===== config.mk =====
export PLATFORM = sky130hd
export DESIGN_NAME = core_inst_seq
export DESIGN_NICKNAME = d
export VERILOG_FILES = /design/src/rtl/core_inst_seq.sv
export SDC_FILE = /design/constraint.sdc
export NUM_CORES = 1
export LEC_CHECK = 0
export CAP_MARGIN = 10
export CELL_PAD_IN_SITES_DETAIL_PLACEMENT = 1
export CELL_PAD_IN_SITES_GLOBAL_PLACEMENT = 1
export CORE_ASPECT_RATIO = 0.75
export CORE_MARGIN = 2
export CORE_UTILIZATION = 42
export CTS_BUF_LIST = sky130_fd_sc_hd__clkbuf_8 sky130_fd_sc_hd__clkbuf_16
export DETAILED_ROUTE_END_ITERATION = 10
export PLACE_DENSITY = 0.84
export SYNTH_ARGS = -nofsm -noshare
export SYNTH_HDL_FRONTEND = slang
export SYNTH_SLANG_ARGS = --single-unit

===== constraint.sdc =====
create_clock -name clk -period 4.09 [get_ports clk]
set_input_delay 0.409 -clock clk [delete_from_list [all_inputs] [get_ports clk]]
set_output_delay 0.409 -clock clk [all_outputs]
set_load 0.01 [all_outputs]

===== src/rtl/core_inst_seq.sv =====
// Tile instruction sequencer: walks the core through weight load, activation load,
// execute, output-FIFO drain to pmem and psum accumulation, one registered word per cycle.
module core_inst_seq #(
  parameter int row = 8,
  parameter int col = 8,
  parameter int aw  = 11
) (
  input  logic          clk,
  input  logic          reset,
  input  logic          start,
  input  logic [aw-1:0] num_act,
  input  logic [aw-1:0] w_base,
  input  logic [aw-1:0] a_base,
  input  logic [aw-1:0] p_base,
  input  logic          ofifo_valid,
  output logic [33:0]   inst,
  output logic          busy,
  output logic          done
);

  localparam int cw = aw + 2;
  localparam logic [33:0]   IDLE_WORD = 34'h1_800C_0000;
  localparam logic [cw-1:0] ROW_C     = cw'(row);
  localparam logic [cw-1:0] COL_C     = cw'(col);
  localparam logic [cw-1:0] ONE_C     = cw'(1);
  localparam logic [aw-1:0] ONE_A     = aw'(1);

  typedef enum logic [2:0] {
    IDLE  = 3'd0,
    W_L0  = 3'd1,
    W_LD  = 3'd2,
    A_L0  = 3'd3,
    EXEC  = 3'd4,
    DRAIN = 3'd5,
    ACC   = 3'd6,
    FIN   = 3'd7
  } state_t;

  state_t        r_state;
  logic [cw-1:0] r_cnt;
  logic [aw-1:0] r_j;
  logic [aw-1:0] r_num;
  logic [aw-1:0] r_wb;
  logic [aw-1:0] r_ab;
  logic [aw-1:0] r_pb;
  logic          r_xrd_d;
  logic          r_wr_pend;
  logic [33:0]   r_inst;
  logic          r_busy;
  logic          r_done;

  state_t        w_state_nxt;
  logic [cw-1:0] w_cnt_nxt;
  logic [aw-1:0] w_j_nxt;
  logic [33:0]   w_inst_nxt;
  logic          w_xrd;
  logic          w_issue_rd;
  logic          w_wr_pend_nxt;
  logic [cw-1:0] w_n;
  logic [aw-1:0] w_cnt_a;

  assign w_n     = {{(cw-aw){1'b0}}, r_num};
  assign w_cnt_a = r_cnt[aw-1:0];

  // Next state, counters and the instruction word to register on the next edge.
  // l0_wr trails every xmem read by one cycle (SRAM latency), and a pmem write
  // trails every ofifo_rd by one cycle, so both may spill into the next state.
  always_comb begin
    w_state_nxt   = r_state;
    w_cnt_nxt     = r_cnt + ONE_C;
    w_j_nxt       = r_j;
    w_inst_nxt    = IDLE_WORD;
    w_xrd         = 1'b0;
    w_issue_rd    = 1'b0;
    w_wr_pend_nxt = 1'b0;
    w_inst_nxt[2] = r_xrd_d;
    case (r_state)
      IDLE: begin
        w_cnt_nxt = '0;
        w_j_nxt   = '0;
        if (start) begin
          w_state_nxt = W_L0;
        end else begin
          w_state_nxt = IDLE;
        end
      end
      W_L0: begin
        w_xrd            = 1'b1;
        w_inst_nxt[19]   = 1'b0;
        w_inst_nxt[17:7] = 11'(r_wb + w_cnt_a);
        if (r_cnt == ROW_C - ONE_C) begin
          w_state_nxt = W_LD;
          w_cnt_nxt   = '0;
        end else begin
          w_state_nxt = W_L0;
        end
      end
      W_LD: begin
        if (r_cnt < ROW_C) begin
          w_inst_nxt[3] = 1'b1;
          w_inst_nxt[0] = 1'b1;
        end else begin
          w_inst_nxt[3] = 1'b0;
          w_inst_nxt[0] = 1'b0;
        end
        if (r_cnt == ROW_C + COL_C - ONE_C) begin
          w_state_nxt = A_L0;
          w_cnt_nxt   = '0;
        end else begin
          w_state_nxt = W_LD;
        end
      end
      A_L0: begin
        w_xrd            = 1'b1;
        w_inst_nxt[19]   = 1'b0;
        w_inst_nxt[17:7] = 11'(r_ab + w_cnt_a);
        if (r_cnt == w_n - ONE_C) begin
          w_state_nxt = EXEC;
          w_cnt_nxt   = '0;
        end else begin
          w_state_nxt = A_L0;
        end
      end
      EXEC: begin
        if (r_cnt < w_n) begin
          w_inst_nxt[3] = 1'b1;
          w_inst_nxt[1] = 1'b1;
        end else begin
          w_inst_nxt[3] = 1'b0;
          w_inst_nxt[1] = 1'b0;
        end
        if (r_cnt == w_n + ROW_C + COL_C - ONE_C) begin
          w_state_nxt = DRAIN;
          w_cnt_nxt   = '0;
          w_j_nxt     = '0;
        end else begin
          w_state_nxt = EXEC;
        end
      end
      DRAIN: begin
        // r_cnt counts FIFO pops, r_j counts pmem writes.
        w_issue_rd    = ofifo_valid && (r_cnt < w_n);
        w_inst_nxt[6] = w_issue_rd;
        w_wr_pend_nxt = w_issue_rd;
        w_cnt_nxt     = r_cnt + {{(cw-1){1'b0}}, w_issue_rd};
        if (r_wr_pend) begin
          w_inst_nxt[32]    = 1'b0;
          w_inst_nxt[31]    = 1'b0;
          w_inst_nxt[30:20] = 11'(r_pb + r_j);
          w_j_nxt           = r_j + ONE_A;
          if (r_j == r_num - ONE_A) begin
            w_state_nxt = ACC;
            w_cnt_nxt   = '0;
            w_j_nxt     = '0;
          end else begin
            w_state_nxt = DRAIN;
          end
        end else begin
          w_state_nxt = DRAIN;
        end
      end
      ACC: begin
        w_inst_nxt[33] = 1'b1;
        if (r_cnt < w_n) begin
          w_inst_nxt[32]    = 1'b0;
          w_inst_nxt[31]    = 1'b1;
          w_inst_nxt[30:20] = 11'(r_pb + w_cnt_a);
        end else begin
          w_inst_nxt[32]    = 1'b1;
          w_inst_nxt[31]    = 1'b1;
        end
        if (r_cnt == w_n) begin
          w_state_nxt = FIN;
          w_cnt_nxt   = '0;
        end else begin
          w_state_nxt = ACC;
        end
      end
      FIN: begin
        w_state_nxt = IDLE;
        w_cnt_nxt   = '0;
      end
      default: begin
        w_state_nxt = IDLE;
        w_cnt_nxt   = '0;
        w_j_nxt     = '0;
      end
    endcase
  end

  // State, counters, latched tile configuration and registered outputs.
  always_ff @(posedge clk) begin
    if (reset) begin
      r_state   <= IDLE;
      r_cnt     <= '0;
      r_j       <= '0;
      r_num     <= '0;
      r_wb      <= '0;
      r_ab      <= '0;
      r_pb      <= '0;
      r_xrd_d   <= 1'b0;
      r_wr_pend <= 1'b0;
      r_inst    <= IDLE_WORD;
      r_busy    <= 1'b0;
      r_done    <= 1'b0;
    end else begin
      r_state   <= w_state_nxt;
      r_cnt     <= w_cnt_nxt;
      r_j       <= w_j_nxt;
      r_xrd_d   <= w_xrd;
      r_wr_pend <= w_wr_pend_nxt;
      r_inst    <= w_inst_nxt;
      r_busy    <= (r_state != IDLE);
      r_done    <= (r_state == FIN);
      if (r_state == IDLE && start) begin
        r_num <= (num_act == '0) ? ONE_A : num_act;
        r_wb  <= w_base;
        r_ab  <= a_base;
        r_pb  <= p_base;
      end else begin
        r_num <= r_num;
        r_wb  <= r_wb;
        r_ab  <= r_ab;
        r_pb  <= r_pb;
      end
    end
  end

  assign inst = r_inst;
  assign busy = r_busy;
  assign done = r_done;

endmodule


After elaboration in Yosys (flattened, before gate mapping)

Index checks and enable logic that the tools add are counted.

Output and inout bits: 36
Word-level logic and storage cells: 91
Register bits after elaboration: 109

Bitwise gates (word level): 2
Eq/ne operators: 15
Reduce and logical (&&, ||, !) cells: 11
Add/sub/neg operators: 12
Magnitude comparators: 2
Multiplexer cells: 34

Operator list:

| cell                  | count |
|---|---|
| $mux 13               | 8 |
| $pmux 13 s7           | 1 |
| $mux 11               | 5 |
| $add 11x11->11        | 4 |
| $pmux 11 s3           | 1 |
| $eq 13x13->1          | 2 |
| $pmux 13 s2           | 1 |
| $pmux 3 s8            | 1 |
| $pmux 11 s2           | 1 |
| $add 12x4->13 const B | 1 |
| $add 13x1->13         | 1 |
| $add 13x1->13 const B | 1 |
| $eq 13x11->1          | 1 |
| $eq 13x3->1 const B   | 1 |
| $eq 13x4->1 const B   | 1 |
| $lt 13x11->1          | 1 |
| $lt 13x4->1 const B   | 1 |
| $sub 13x1->13 const B | 1 |
| $add 11x4->12 const B | 1 |
| $eq 3x3->1 const B    | 4 |
| $sub 11x1->12 const B | 1 |
| $add 11x1->11 const B | 1 |
| $eq 11x11->1          | 1 |
| $logic_not 11->1      | 1 |
| other kinds (14)      | 34 |

Depth between registers and ports, before layout

Gate-level depths: netlist (run 1).

Depth after elaboration: 6
Depth in mapped cells: 16
Gate-level depth less buffers: 16

Least setup slack after synthesis (run 1)

OpenSTA, ideal clock, no wires.

Path kind: flip-flop to flip-flop
From: register r_state[0]
To: register r_inst[17], in the netlist inst[17]
Stages on the path, launching flop included: 17
Slack: 0.683 ns
Arrival: 3.290 ns
Setup time: 0.116 ns
Period minus slack after synthesis: 3.407 ns
Cells stage by stage: dfxtp_1 > clkbuf_1 > clkbuf_1 > nand2_1 > buf_1 > mux2_2 > ha_1 > fa_1 > a21o_1 > a21oi_1 > o21bai_1 > a21oi_1 > o21bai_1 > a21oi_1 > o21ai_0 > xnor2_1 > nor2_1

Longest elaborated chain between the ends: 2
Elaborated cells on any way between the ends: 3

RTL lines:

| item                                     | RTL line | text |
|---|---|---|
| start, declared                          | 39       | `state_t r_state;` |
| start signal, assigned                   | 207      | `r_state <= w_state_nxt;` |
| $eq 3x2->1 or $eq 3x1->1 (tied branches) | 77       | `case (r_state)` |
| $pmux 11 s2 (*)                          | 77       |  |
| end signal, assigned                     | 212      | `r_inst <= w_inst_nxt;` |
| end, declared                            | 48       | `logic [33:0] r_inst;` |

Mark *: on every way between the ends. The rest lies on a longest branch, timed or not.
A chain may end at the register's enable or synchronous reset.

Worst setup path in the final report (run 1)

From: register r_state[1]
To: register r_inst[17], in the netlist inst[17]

The elaborated chain is that of the path after synthesis.

==> flow_results.org, run 1 <==
** Floorplan
- I/O pin count :: 84
- X dimension of the die :: 149 um
- Initial standard-cell utilization of the core :: 43.1%
- The die covers 0.0167 mm2.
- In this run the vertical extent of the chip is 112 um.
- The core region is 0.0153 mm2.
- Row cnt :: 39

** Yosys
- Share of synthesized area spent on multiplexers :: 2.17%
- Number of storage elements in the synthesis netlist :: 105
- The synthesized netlist devotes 8.52% of its cell area to XOR and XNOR gates.
- Yosys mapped a number of flops with a built-in enable equal to 0.
- Post-Syn Area :: 0.00658 mm2
- Gate Count Post-Synth :: 828
- Area share of fa/ha/maj cells after synthesis :: 9.66%
- Main combinational cell family by area after synthesis :: simple AND/OR/NAND/NOR gates
- Top flip-flop cell by instance count after synthesis :: sky130_fd_sc_hd__dfxtp_1
- In this run the mean area of a mapped cell was 7.95 um2.
- Top cell type's share of synthesized area :: 31.9%
- Netlist cell types :: 69
- Summing the sequential cell areas from Yosys gives 31.9% of the chip area.
- The synthesized netlist devotes 19.2% of its cell area to compound gates.
- Synth warn :: 0
- Post-synthesis cell type with the largest combined area :: sky130_fd_sc_hd__dfxtp_1
- Of the total synthesized cell area, the portion taken by AND, OR, NAND and NOR gates is 23.1%.
- Async set-or-reset flop fraction in the synthesized netlist :: 0%
- Ranking of synthesized cells by area :: sky130_fd_sc_hd__dfxtp_1 32%, sky130_fd_sc_hd__ha_1 8.7%, sky130_fd_sc_hd__nand2_1 6.8%, sky130_fd_sc_hd__a21oi_1 6.6%, sky130_fd_sc_hd__xnor2_1 6.5%

** Setup path
- Measured in cells, the most critical reg-to-reg path has a length of 14.
- At the worst endpoint, the arrival time is 3.85 ns.
- In this design, the critical path's most frequently occurring cell is sky130_fd_sc_hd__a21oi_1.
- Broken down by cell family, the worst path's largest delay share belongs to compound AO/OA/AOI/OAI gates.
- WP data required :: 4.34 ns
- Endpoint of the most critical register-to-register path :: inst[17]$_SDFF_PP0_
- Launching instance or port of the critical path :: r_state[1]$_SDFF_PP0_
- The worst setup path is of the flop to flop kind.
- In this run the worst path has a maximum fanout of 7.
- The critical path goes through nor2b_1, nand2_1, buf_4, mux2_2, fa_1, a21o_1, a21oi_1, o21bai_1, a21oi_1, o21bai_1, a21oi_1, o21ai_0, xnor2_1, nor2_1.
- Slowest cell on the critical path :: sky130_fd_sc_hd__fa_1
- Together, buffers and inverters on the worst path number 1.
- Crit. End Element :: flop
- The worst setup path is launched from a flop.
- Register-to-register setup slack :: 0.49 ns
- The startpoint identified for the worst register-to-register timing path is r_state[1]$_SDFF_PP0_.
- Crit-path max cell delay :: 0.43 ns

** STA
- Relative slew slack :: 28.7%
- Setup violations remaining at the end of the flow were counted as 0.
- Final critical delay including setup and external delays :: 3.60 ns
- For the final routed database, the setup TNS stands at 0 ns.
- Timing would allow up to 0.277 GHz.
- Final-report hold violation count :: 0
- Fin Clk Skew :: 0.00987 ns
- Setup repair after global routing missed its margin :: no
- For the pin with the worst max-slew slack, the measured transition is 1.07 ns.
- Final-report max-slew violation count :: 0
- Fin crit share :: 88.1%
- Setup ws final :: 0.486 ns
- Hold is met by 0.454 ns.

** Placement
- The HPWL after detailed placement is 16.1 mm.
- Routability-driven placement finished with a final weighted congestion of 0.959.
- Post-placement worst setup slack :: 0.573 ns
- The count of buffers added on input and output ports is 80.

** Route
- Iter 0 DRT Violations :: 481
- After detailed routing, the number of remaining DRC violations is 0.
- The routed design uses 1.39 mm of met3 wire.
- Signal routing reaches up to met4.
- Wires add up to 21.7 mm.
- DRT met1 WL :: 9.96 mm
- In the final routed layout, each cell accounts on average for 19.7 um.
- After detailed routing, the met2 layer carries 9.85 mm of wire.
- Number of iterations in the first detailed-routing pass :: 5
- Dividing the detail-routed via count by the number of cells gives 5.84.
- For this block, the via count after detailed routing is 6430.
- Once detail routing completed, the nets flagged for antenna violations numbered 0.

** GRT
- Wire length of the first global-routing pass :: 34.8 mm
- Total routing usage reported by global routing :: 26.7%
- Pin count of the biggest net entering global routing :: 38
- For this run the aggregate overflow at the end of global routing stands at 0.
- The number of global-route vias before repair came to 6498.
- Number of antenna violations at the first check in global routing :: 0

** Clock tree
- TritonCTS created 9 clock buffers.
- The number of hold buffers added after CTS was 0.
- The clock tree synthesis step divided the H-tree into 3 levels.
- The number of setup buffers added after CTS is 0.
- Clock edge transition at the registers on the reported setup and hold paths :: 0.08 ns
- Clock latency at the later pin of the worst-skew pair :: 0.36 ns
- The number of gates resized after CTS was 0.
- Clock Sinks :: 105
- TritonCTS built the clock tree.
- Deepest clock path buffer count :: 2
- The tree is rooted in a sky130_fd_sc_hd__clkbuf_16.

** Hold path
- Kind of path behind the tightest hold check :: flop to flop
- The worst hold path was traced through 2 stages.
- Beginning of the worst hold path :: r_ab[5]$_SDFFE_PP0P_
- The path with the worst hold slack has its endpoint at r_ab[5]$_SDFFE_PP0P_.

** Power
- The worst-case IR drop observed on VDD is 0.199 mV.
- Leak :: 3.11 nW
- In this run the power density over the cells is 316 mW/mm2.

** Cells and area
- The top cell types in the final layout, fill and taps aside, are 119 x sky130_fd_sc_hd__nand2_1, 105 x sky130_fd_sc_hd__dfxtp_1, 87 x sky130_fd_sc_hd__a21oi_1.
- The repair_antennas step left the layout with diodes totalling 0.
- After the last flow step, the layout net total stands at 988.
- Leaving out fill and tap cells, the most frequent cell in the layout is sky130_fd_sc_hd__nand2_1.
- Area overhead of the layout relative to synthesis :: 19.5%
- Count of fill cells added during filler insertion :: 1841
- In the final layout, the share of cells above drive strength 1 is 7.37%.
- Final Util :: 51.5%

** Run status
- Result of the run :: finished, final reports clean

** Job
- Max-cap violations :: 0
==> metrics by stage <==
stage | cell area [um2] | std cells | total power (W)
finish | 7870 | 1101 | 0.00249
global route | 7870 | 1101 | 0.00261
CTS | 7870 | 1101 | 0.00250
detailed placement | 7580 | 1085 | 0.00164
global placement | 7580 | 1085 | 0.00162
floorplan | 6580 | 829 | 0.00147
==> worst min-delay path: stages (launching register included) <==
cell                      delay, ns
sky130_fd_sc_hd__dfxtp_1       0.31
sky130_fd_sc_hd__nand2_1       0.05
sky130_fd_sc_hd__a21oi_1       0.05
==> cell usage after synthesis (all sizes together) (10+ instances only) <==
library cell  number
xor2              15
inv               30
a21o              19
clkbuf            36
xnor2             49
nor2              62
nand3             24
o22ai             11
nand4             15
o21ai             18
dfxtp            105
nor4              12
nand2            120
a21oi             88
ha                46
nor2b             10
buf               16
nor3              20
mux2              10
and3              11
o21bai            10
==> layer usage <==
| metal | GRT usage, % | up-vias |
|---|---|---|
| li1 | - | 3054 |
| met1 | 36.1 | 3141 |
| met2 | 42.8 | 198 |
| met3 | 5.98 | 37 |
| met4 | 7.68 | 0 |
| met5 | 0 | - |
==> flip-flops by register name, summed over array words and instances (netlist names) <==
register and flops:
r_xrd_d 1, inst 31, r_j 11, busy 1, done 1, r_num 11
r_wb 11, r_cnt 13, r_ab 11, r_state 3, r_pb 11
==> cells by family (layout without fill, tap and decap cells) <==
logic type / count (synthesis) / count (layout)
AOI/OAI and AO/OA: 200 / 200
xor gates and xnor gates: 64 / 64
adders and majority gates: 49 / 49
buffers and inverters: 83 / 150
DFF: 105 / 105
muxes: 13 / 13
other: 2 / 3
and+or+nand+nor: 312 / 312
==> power by group <==
group          internal (W)  switching [W]  total (W)
logic              0.000226       0.000287   0.000513
clock network      0.000438       0.000418   0.000855
registers           0.00107      0.0000527    0.00112
total               0.00173       0.000757    0.00249
==> worst max-delay path by stage <==
stage	endpoint	slack, ns	depth (start not counted)
2_1_floorplan	inst[17]$_SDFF_PP0_	0.68	16
3_3_place_gp	r_cnt[12]$_SDFF_PP0_	0.65	14
3_5_place_dp	r_cnt[6]$_SDFF_PP0_	0.57	15
4_1_cts	inst[17]$_SDFF_PP0_	0.53	14
5_1_grt	r_cnt[12]$_SDFF_PP0_	0.24	14
6_report	inst[17]$_SDFF_PP0_	0.49	14
==> layout make-up <==
class / instances / area, um2 / share of cell area (%)
multi-input combinational: 641 / 4130 / 52.5
sequential: 105 / 2100 / 26.7
timing repair buffer: 103 / 968 / 12.3
tap: 205 / 256 / 3.26
clock buffer: 10 / 239 / 3.04
inverter: 31 / 116 / 1.48
clock inverter: 6 / 50.0 / 0.636
Note: power is estimated with default switching activity, not from simulation.
==> inputs of run 2 (changes only) <==
CORE_MARGIN = not set   (was 2)
SKIP_CTS_REPAIR_TIMING = 1   (was not set)
==> run 2 against run 1 <==
  * Clock power rose by 1%
  * First-iteration DRC count fell by 17%
  * Global-route usage fell by 0.31 points
  * Critical path type unchanged
  * Critical endpoint is now r_cnt[6]$_SDFF_PP0_
==> flow_results.org, run 2 (synthesized netlist as in run 1, its figures left out) <==
** Run status
- The flow ran to the end, and the final reports show no timing, DRC or antenna violations.

** Cells and area
- Total non-filler cell area in the finished layout :: 0.00786 mm2
- After the last flow step, the layout net total stands at 987.
- 0 antenna diodes ended up in the layout.
- Leaving out fill and tap cells, the most frequent cell in the layout is sky130_fd_sc_hd__nand2_1.
- Count of fill cells added during filler insertion :: 1850
- The post-route netlist has 7.26% of its cells at a drive strength greater than 1.
- Number of flip-flops in the largest register :: 31
- Area overhead of the layout relative to synthesis :: 19.4%
- In the layout the commonest cells are 119 x sky130_fd_sc_hd__nand2_1, 105 x sky130_fd_sc_hd__dfxtp_1, 87 x sky130_fd_sc_hd__a21oi_1.
- Footprint of the flip-flops and latches :: 0.00210 mm2
- Area occupied by multi-input gates :: 0.00413 mm2

** STA
- Total Negative Setup Slacks :: 0 ns
- Setup repair after global routing missed its margin :: no
- After layout, the worst path uses 88.8% of the clock period.
- Between clock sinks in the finished design, the worst skew comes to 0.00787 ns.
- Timing would allow up to 0.275 GHz.
- The final hold violation count is 0.
- Final setup violation count :: 0
- For the finished layout, the period the worst path requires is 3.63 ns.
- Pin slew with the least headroom to its limit :: 1.04 ns
- The number of pins exceeding their max-slew limit in the final report is 0.
- In this run the tightest slew margin relative to its limit is 30.6%.

** Setup path
- Launching point of the worst reg2reg path :: r_num[4]$_SDFFE_PP0P_
- STA classifies the critical path endpoint as a flop.
- WP data required :: 4.31 ns
- Counting cells, the worst reg-to-reg path comes to 14.
- STA classifies the critical path startpoint as a flop.
- CP Max Fanout :: 19
- Worst path arrival time :: 3.85 ns
- By startpoint and endpoint, the worst setup path is classified as flop to flop.
- Register-to-register setup slack :: 0.46 ns
- The worst register-to-register path ends at r_cnt[6]$_SDFF_PP0_.

** Clock tree
- After clock tree synthesis, the clock-pin slew on the worst setup and hold paths is 0.08 ns.
- The clock reaches the later pin of the worst-skew pair after 0.37 ns.
- The clock passes through at most 2 buffers.
- For this design, the sink count on the clock tree is 105.
- CTS tree :: yes
- The root buffer cell chosen for the clock tree is sky130_fd_sc_hd__clkbuf_16.
- Number of levels the H-tree was split into :: 3
- Number of buffers added by the clock tree synthesis step :: 9

** GRT
- Met2 track demand over resource :: 42.1%
- Met1 routing resource usage after global routing :: 36.4%
- After global routing the overflow that remains totals 0.
- Number of antenna violations at the first check in global routing :: 0
- Pin count of the biggest net entering global routing :: 44
- The number of global-route vias before repair came to 6174.
- The first global-routing pass estimated 33.3 mm of wire.
- GR Layer Usage met3 :: 5.70%
- Most utilized layer in the global route result :: met2
- Total routing usage reported by global routing :: 26.3%

** Job
- The tool flagged a number of max-cap violations equal to 0.

** Floorplan
- Core area :: 0.0153 mm2
- I/O pin count :: 84
- Row cnt :: 39
- The floorplan step set the die width to 147 um.
- For this configuration, the core starts out at a cell density of 43.1%.
- Y dimension of the die :: 110 um
- Die outline area :: 0.0162 mm2

** Route
- Number of iterations in the first detailed-routing pass :: 5
- Final routed wirelength across all metal layers :: 21.0 mm
- After the first detailed-routing iteration, the DRC count stood at 399.
- Remaining antenna violation count :: 0
- After detailed routing, the number of remaining DRC violations is 0.
- Routed via count :: 6320
- Via/cell ratio :: 5.75
- After detailed routing, the average wire length per cell comes to 19.1 um.

** Placement
- Placer's final routability congestion estimate :: 0.920
- The placed instances occupy a cell area of 0.00757 mm2.
- Detailed Place HPWL :: 15.6 mm
- Quantity of I/O buffers inserted on ports :: 80

** Hold path
- The worst hold path terminates at r_wb[5]$_SDFFE_PP0P_.
- Depth of the worst hold-timing path :: 2
- The path class of the tightest hold or removal check is flop to flop.
- The worst hold path begins at r_wb[5]$_SDFFE_PP0P_.

** Power
- Of the total power, the share spent switching nets is 31.1%.
- Peak supply drop :: 0.185 mV
- The completed layout was analyzed and its total power is 0.00249 W.
- Summed over all nets, the switching power comes to 0.000775 W.
- In this run, flip-flops and latches consume 44.9% of the power.
- Power spread over the standard cell area amounts to 317 mW/mm2.
- The clock network burns 34.7% of the power.
- For this design the static power due to leakage is 3.11 nW.
- Combinational share of power :: 20.4%
- Cell-internal power :: 0.00172 W
run 2: area by class of cell:
type	count	area share [%]
multi-input combinational	641	52.6
clock buffer	9	2.87
clock inverter	7	0.812
tap	205	3.26
inverter	31	1.48
timing repair buffer	102	12.2
sequential	105	26.8
run 2: per-stage QoR:
step	worst slack (ns)	hold WS (ns)	instances	util, %
after floorplan	0.683	0.414	829	-
after global placement	0.747	0.438	1084	49.6
after detailed placement	0.535	0.447	1084	49.6
after CTS	0.522	0.458	1100	51.4
after global routing	0.161	0.479	1100	51.4
final	0.460	0.458	1100	51.4
run 2: power groups by stage:
stage	sequential (W)	combinational, W	clock, W
floorplan	0.00111	0.000357	0
global placement	0.00114	0.000487	0
detailed placement	0.00114	0.000502	0
CTS	0.00112	0.000507	0.000881
global route	0.00112	0.000559	0.000919
finish	0.00112	0.000509	0.000865
run 2: worst max-delay path by stage:
| stage | from | endpoint | slack [ns] | depth (start not counted) |
|---|---|---|---|---|
| 2_1_floorplan | r_state[0]$_SDFF_PP0_ | inst[17]$_SDFF_PP0_ | 0.68 | 16 |
| 3_3_place_gp | r_num[4]$_SDFFE_PP0P_ | r_cnt[12]$_SDFF_PP0_ | 0.75 | 13 |
| 4_1_cts | r_num[4]$_SDFFE_PP0P_ | r_cnt[12]$_SDFF_PP0_ | 0.52 | 13 |
| 3_5_place_dp | r_num[4]$_SDFFE_PP0P_ | r_cnt[6]$_SDFF_PP0_ | 0.53 | 14 |
| 5_1_grt | r_num[4]$_SDFFE_PP0P_ | r_cnt[6]$_SDFF_PP0_ | 0.16 | 14 |
| 6_report | r_num[4]$_SDFFE_PP0P_ | r_cnt[6]$_SDFF_PP0_ | 0.46 | 14 |
run 2: critical path, cell delays in order, from the launching register on:
cell                        delay (ns)
sky130_fd_sc_hd__dfxtp_1          0.71
sky130_fd_sc_hd__inv_1            0.24
sky130_fd_sc_hd__ha_1             0.33
sky130_fd_sc_hd__nand3_1          0.11
sky130_fd_sc_hd__o21bai_1         0.13
sky130_fd_sc_hd__a21oi_1          0.10
sky130_fd_sc_hd__a2111oi_0        0.46
sky130_fd_sc_hd__and2_1           0.26
sky130_fd_sc_hd__ha_1             0.22
sky130_fd_sc_hd__ha_1             0.30
sky130_fd_sc_hd__nand3_1          0.17
sky130_fd_sc_hd__nor2_1           0.18
sky130_fd_sc_hd__o21ai_0          0.11
sky130_fd_sc_hd__nor2_1           0.11
sky130_fd_sc_hd__nor3_1           0.06
run 2: metal layers:
| metal | wire [um] | up-vias |
|---|---|---|
| li1 | - | 3046 |
| met1 | 10000 | 3069 |
| met2 | 9490 | 186 |
| met3 | 1310 | 19 |
| met4 | 200 | 0 |
| met5 | 0 | - |
==> inputs of run 3 (changes only) <==
MAX_ROUTING_LAYER = met4   (was not set)
==> run 3 against run 2 <==
  * Sequential power is essentially flat
  * Fmax increased by 0.85%
  * Highest routed layer unchanged
  * Clock-buffer cell count unchanged
  * Clock power hardly changed
  * Non-clock buffer count stayed put
  * Critical endpoint unchanged
  * Total power hardly changed
  * Global-route usage grew 0.82 points
==> flow_results.org, run 3 (synthesized netlist as in run 1, its figures left out) <==
** STA
- The final hold violation count is 0.
- Setup repair after global routing missed its margin :: no
- Clock skew on the completed layout was measured at 0.00835 ns.
- Final setup violation count :: 0
- Setup ws final :: 0.490 ns
- Pin slew with the least headroom to its limit :: 1.06 ns
- Timing-limited maximum frequency :: 0.278 GHz
- Relative slew slack :: 29.1%
- Total Negative Setup Slacks :: 0 ns
- The number of pins exceeding their max-slew limit in the final report came to 0.
- Fin crit share :: 88.0%
- Final critical delay including setup and external delays :: 3.60 ns

** Setup path
- Among the stages of the critical path, the cell type that occurs most often is sky130_fd_sc_hd__ha_1.
- CP top delay family :: simple AND/OR/NAND/NOR gates
- Worst path arrival time :: 3.82 ns
- The startpoint identified for the worst register-to-register timing path is r_num[4]$_SDFFE_PP0P_.
- Register-to-Register Path Depth :: 14
- Sort of element at the start of the critical path :: flop
- On the worst path, the slowest cell contributes a delay of 0.71 ns.
- WP data required :: 4.31 ns
- In this run the number of cells on the critical path is 14.
- CP Max Fanout :: 19
- Crit. End Element :: flop
- Slowest cell on the critical path :: sky130_fd_sc_hd__dfxtp_1
- Traced cell by cell, the critical path runs through inv_1, ha_1, nand3_1, o21bai_1, a21oi_1, a2111oi_0, and2_1, ha_1, ha_1, nand3_1, nor2_1, o21ai_0, nor2_1, nor3_1.
- Register-to-register setup slack :: 0.49 ns
- In this run the worst setup path terminates at r_cnt[6]$_SDFF_PP0_.
- In this run the critical register-to-register path is captured at r_cnt[6]$_SDFF_PP0_.
- WS Path Type :: flop to flop
- Launching instance or port of the critical path :: r_num[4]$_SDFFE_PP0P_
- Count of buffer and inverter cells on the critical path :: 1

** Run status
- The run finished with clean final reports.

** Placement
- Prior to clock tree synthesis, the placed netlist has a worst setup slack of 0.535 ns.
- The wire-length estimate of the detail-placed layout is 15.6 mm.
- Placer's final routability congestion estimate :: 0.936
- In this run the tool buffered the top-level ports with 80 buffer cells.
- Placed cells :: 1084

** Clock tree
- CTS tree :: yes
- Clock edge transition at the registers on the reported setup and hold paths :: 0.08 ns
- The later pin in the worst-skew pair is clocked with a latency of 0.37 ns.
- Clock Sinks :: 105
- Deepest clock path buffer count :: 2
- CTS built an H-tree with a depth of 3.
- Buffers inserted during clock tree synthesis total 9.
- Clock root buffer :: sky130_fd_sc_hd__clkbuf_16

** Cells and area
- Area overhead of the layout relative to synthesis :: 19.4%
- Number of nets at the end of the flow :: 987
- Final cell count without fillers :: 1100
- Number of flip-flops in the largest register :: 31
- In the final layout, the share of cells above drive strength 1 is 7.26%.
- Most common library cell in the layout ignoring fill and taps :: sky130_fd_sc_hd__nand2_1
- Most frequent cells in the layout :: 119 x sky130_fd_sc_hd__nand2_1, 105 x sky130_fd_sc_hd__dfxtp_1, 87 x sky130_fd_sc_hd__a21oi_1
- Count of fill cells added during filler insertion :: 1850
- The repair_antennas step left the layout with diodes totalling 0.

** Power
- Across the VDD grid, the largest voltage drop is 0.185 mV.
- Leak :: 3.11 nW
- Power spread over the standard cell area amounts to 317 mW/mm2.

** Route
- The first TritonRoute pass finished after 5 iterations.
- Routed length on met2 :: 9.47 mm
- Final routed wire length divided by cell count :: 19.1 um
- Routed via count :: 6345
- Iter 0 DRT Violations :: 414
- Final routed wirelength across all metal layers :: 21.0 mm
- Routed met3 length :: 1.27 mm
- Remaining routing DRC violations :: 0
- DRT met1 WL :: 10.1 mm
- The detail route stage leaves a number of antenna-violating nets equal to 0.
- The detailed router used layers up to and including met4.
- In the routed layout, each cell is associated on average with a via count of 5.77.

** Floorplan
- The region available for standard cell placement spans 0.0153 mm2.
- I/O pin count :: 84
- Measured along the y axis, the die boundary spans 110 um.
- The floorplan step set the die width to 147 um.
- Row cnt :: 39
- Die outline area :: 0.0162 mm2
- Initial standard-cell utilization of the core :: 43.1%

** GRT
- Wire length of the first global-routing pass :: 33.4 mm
- Global route total overflow :: 0
- Pin count of the biggest net entering global routing :: 44
- The number of antenna violations at the first check in global routing was 0.
- Via count of the first global-routing pass :: 6165
- Total routing usage reported by global routing :: 27.2%

** Job
- The tool flagged a number of max-cap violations equal to 0.

** Hold path
- Kind of path behind the tightest hold check :: flop to flop
==> run 3: cell counts in the layout (fill, tap and decap cells not counted) <==
Identical to the previous run, type by type.
==> run 3: per-stage QoR <==
| stage | util, % | area (um2) | hold slack (ns) | total power (W) |
|---|---|---|---|---|
| global route | 51.4 | 7860 | 0.479 | 0.00260 |
| global placement | 49.6 | 7570 | 0.438 | 0.00163 |
| floorplan | - | 6580 | 0.414 | 0.00147 |
| CTS | 51.4 | 7860 | 0.458 | 0.00250 |
| finish | 51.4 | 7860 | 0.458 | 0.00249 |
| detailed placement | 49.6 | 7570 | 0.447 | 0.00164 |
==> run 3: how the worst min path moves through the flow <==
stage                              start                   end  cells past startpoint
finish              r_wb[5]$_SDFFE_PP0P_  r_wb[5]$_SDFFE_PP0P_                      2
global route        r_ab[5]$_SDFFE_PP0P_  r_ab[5]$_SDFFE_PP0P_                      2
CTS                 r_wb[5]$_SDFFE_PP0P_  r_wb[5]$_SDFFE_PP0P_                      2
detailed placement  r_wb[5]$_SDFFE_PP0P_  r_wb[5]$_SDFFE_PP0P_                      2
global placement      r_xrd_d$_SDFF_PP0_    inst[2]$_SDFF_PP0_                      1
floorplan             r_xrd_d$_SDFF_PP0_    inst[2]$_SDFF_PP0_                      1
==> run 3: area by class of cell <==
cell class / count / area, um2 / area share [%]
inverter: 31 / 116 / 1.48
clock inverter: 7 / 63.8 / 0.812
timing repair buffer: 102 / 961 / 12.2
multi-input combinational: 641 / 4130 / 52.6
clock buffer: 9 / 225 / 2.87
tap: 205 / 256 / 3.26
sequential: 105 / 2100 / 26.8
==> run 3: where the power goes <==
group	switching [W]	internal, W	leakage (nW)
registers	0.0000528	0.00106	0.854
clock network	0.000441	0.000427	0.145
logic	0.000283	0.000225	2.11
total	0.000777	0.00172	3.11
==> run 3: per-layer routing <==
metal,vias to the layer above,GRT usage (%)
met5,-,-
met4,0,5.42
met3,18,5.62
met2,175,41.8
met1,3112,36.8
li1,3040,-
==> run 3: worst min-delay path: cells and delay by family, from the launching register on <==
family | cells | cell delay, ns
flops | 1 | 0.31
compound gates | 1 | 0.05
simple gates | 1 | 0.05
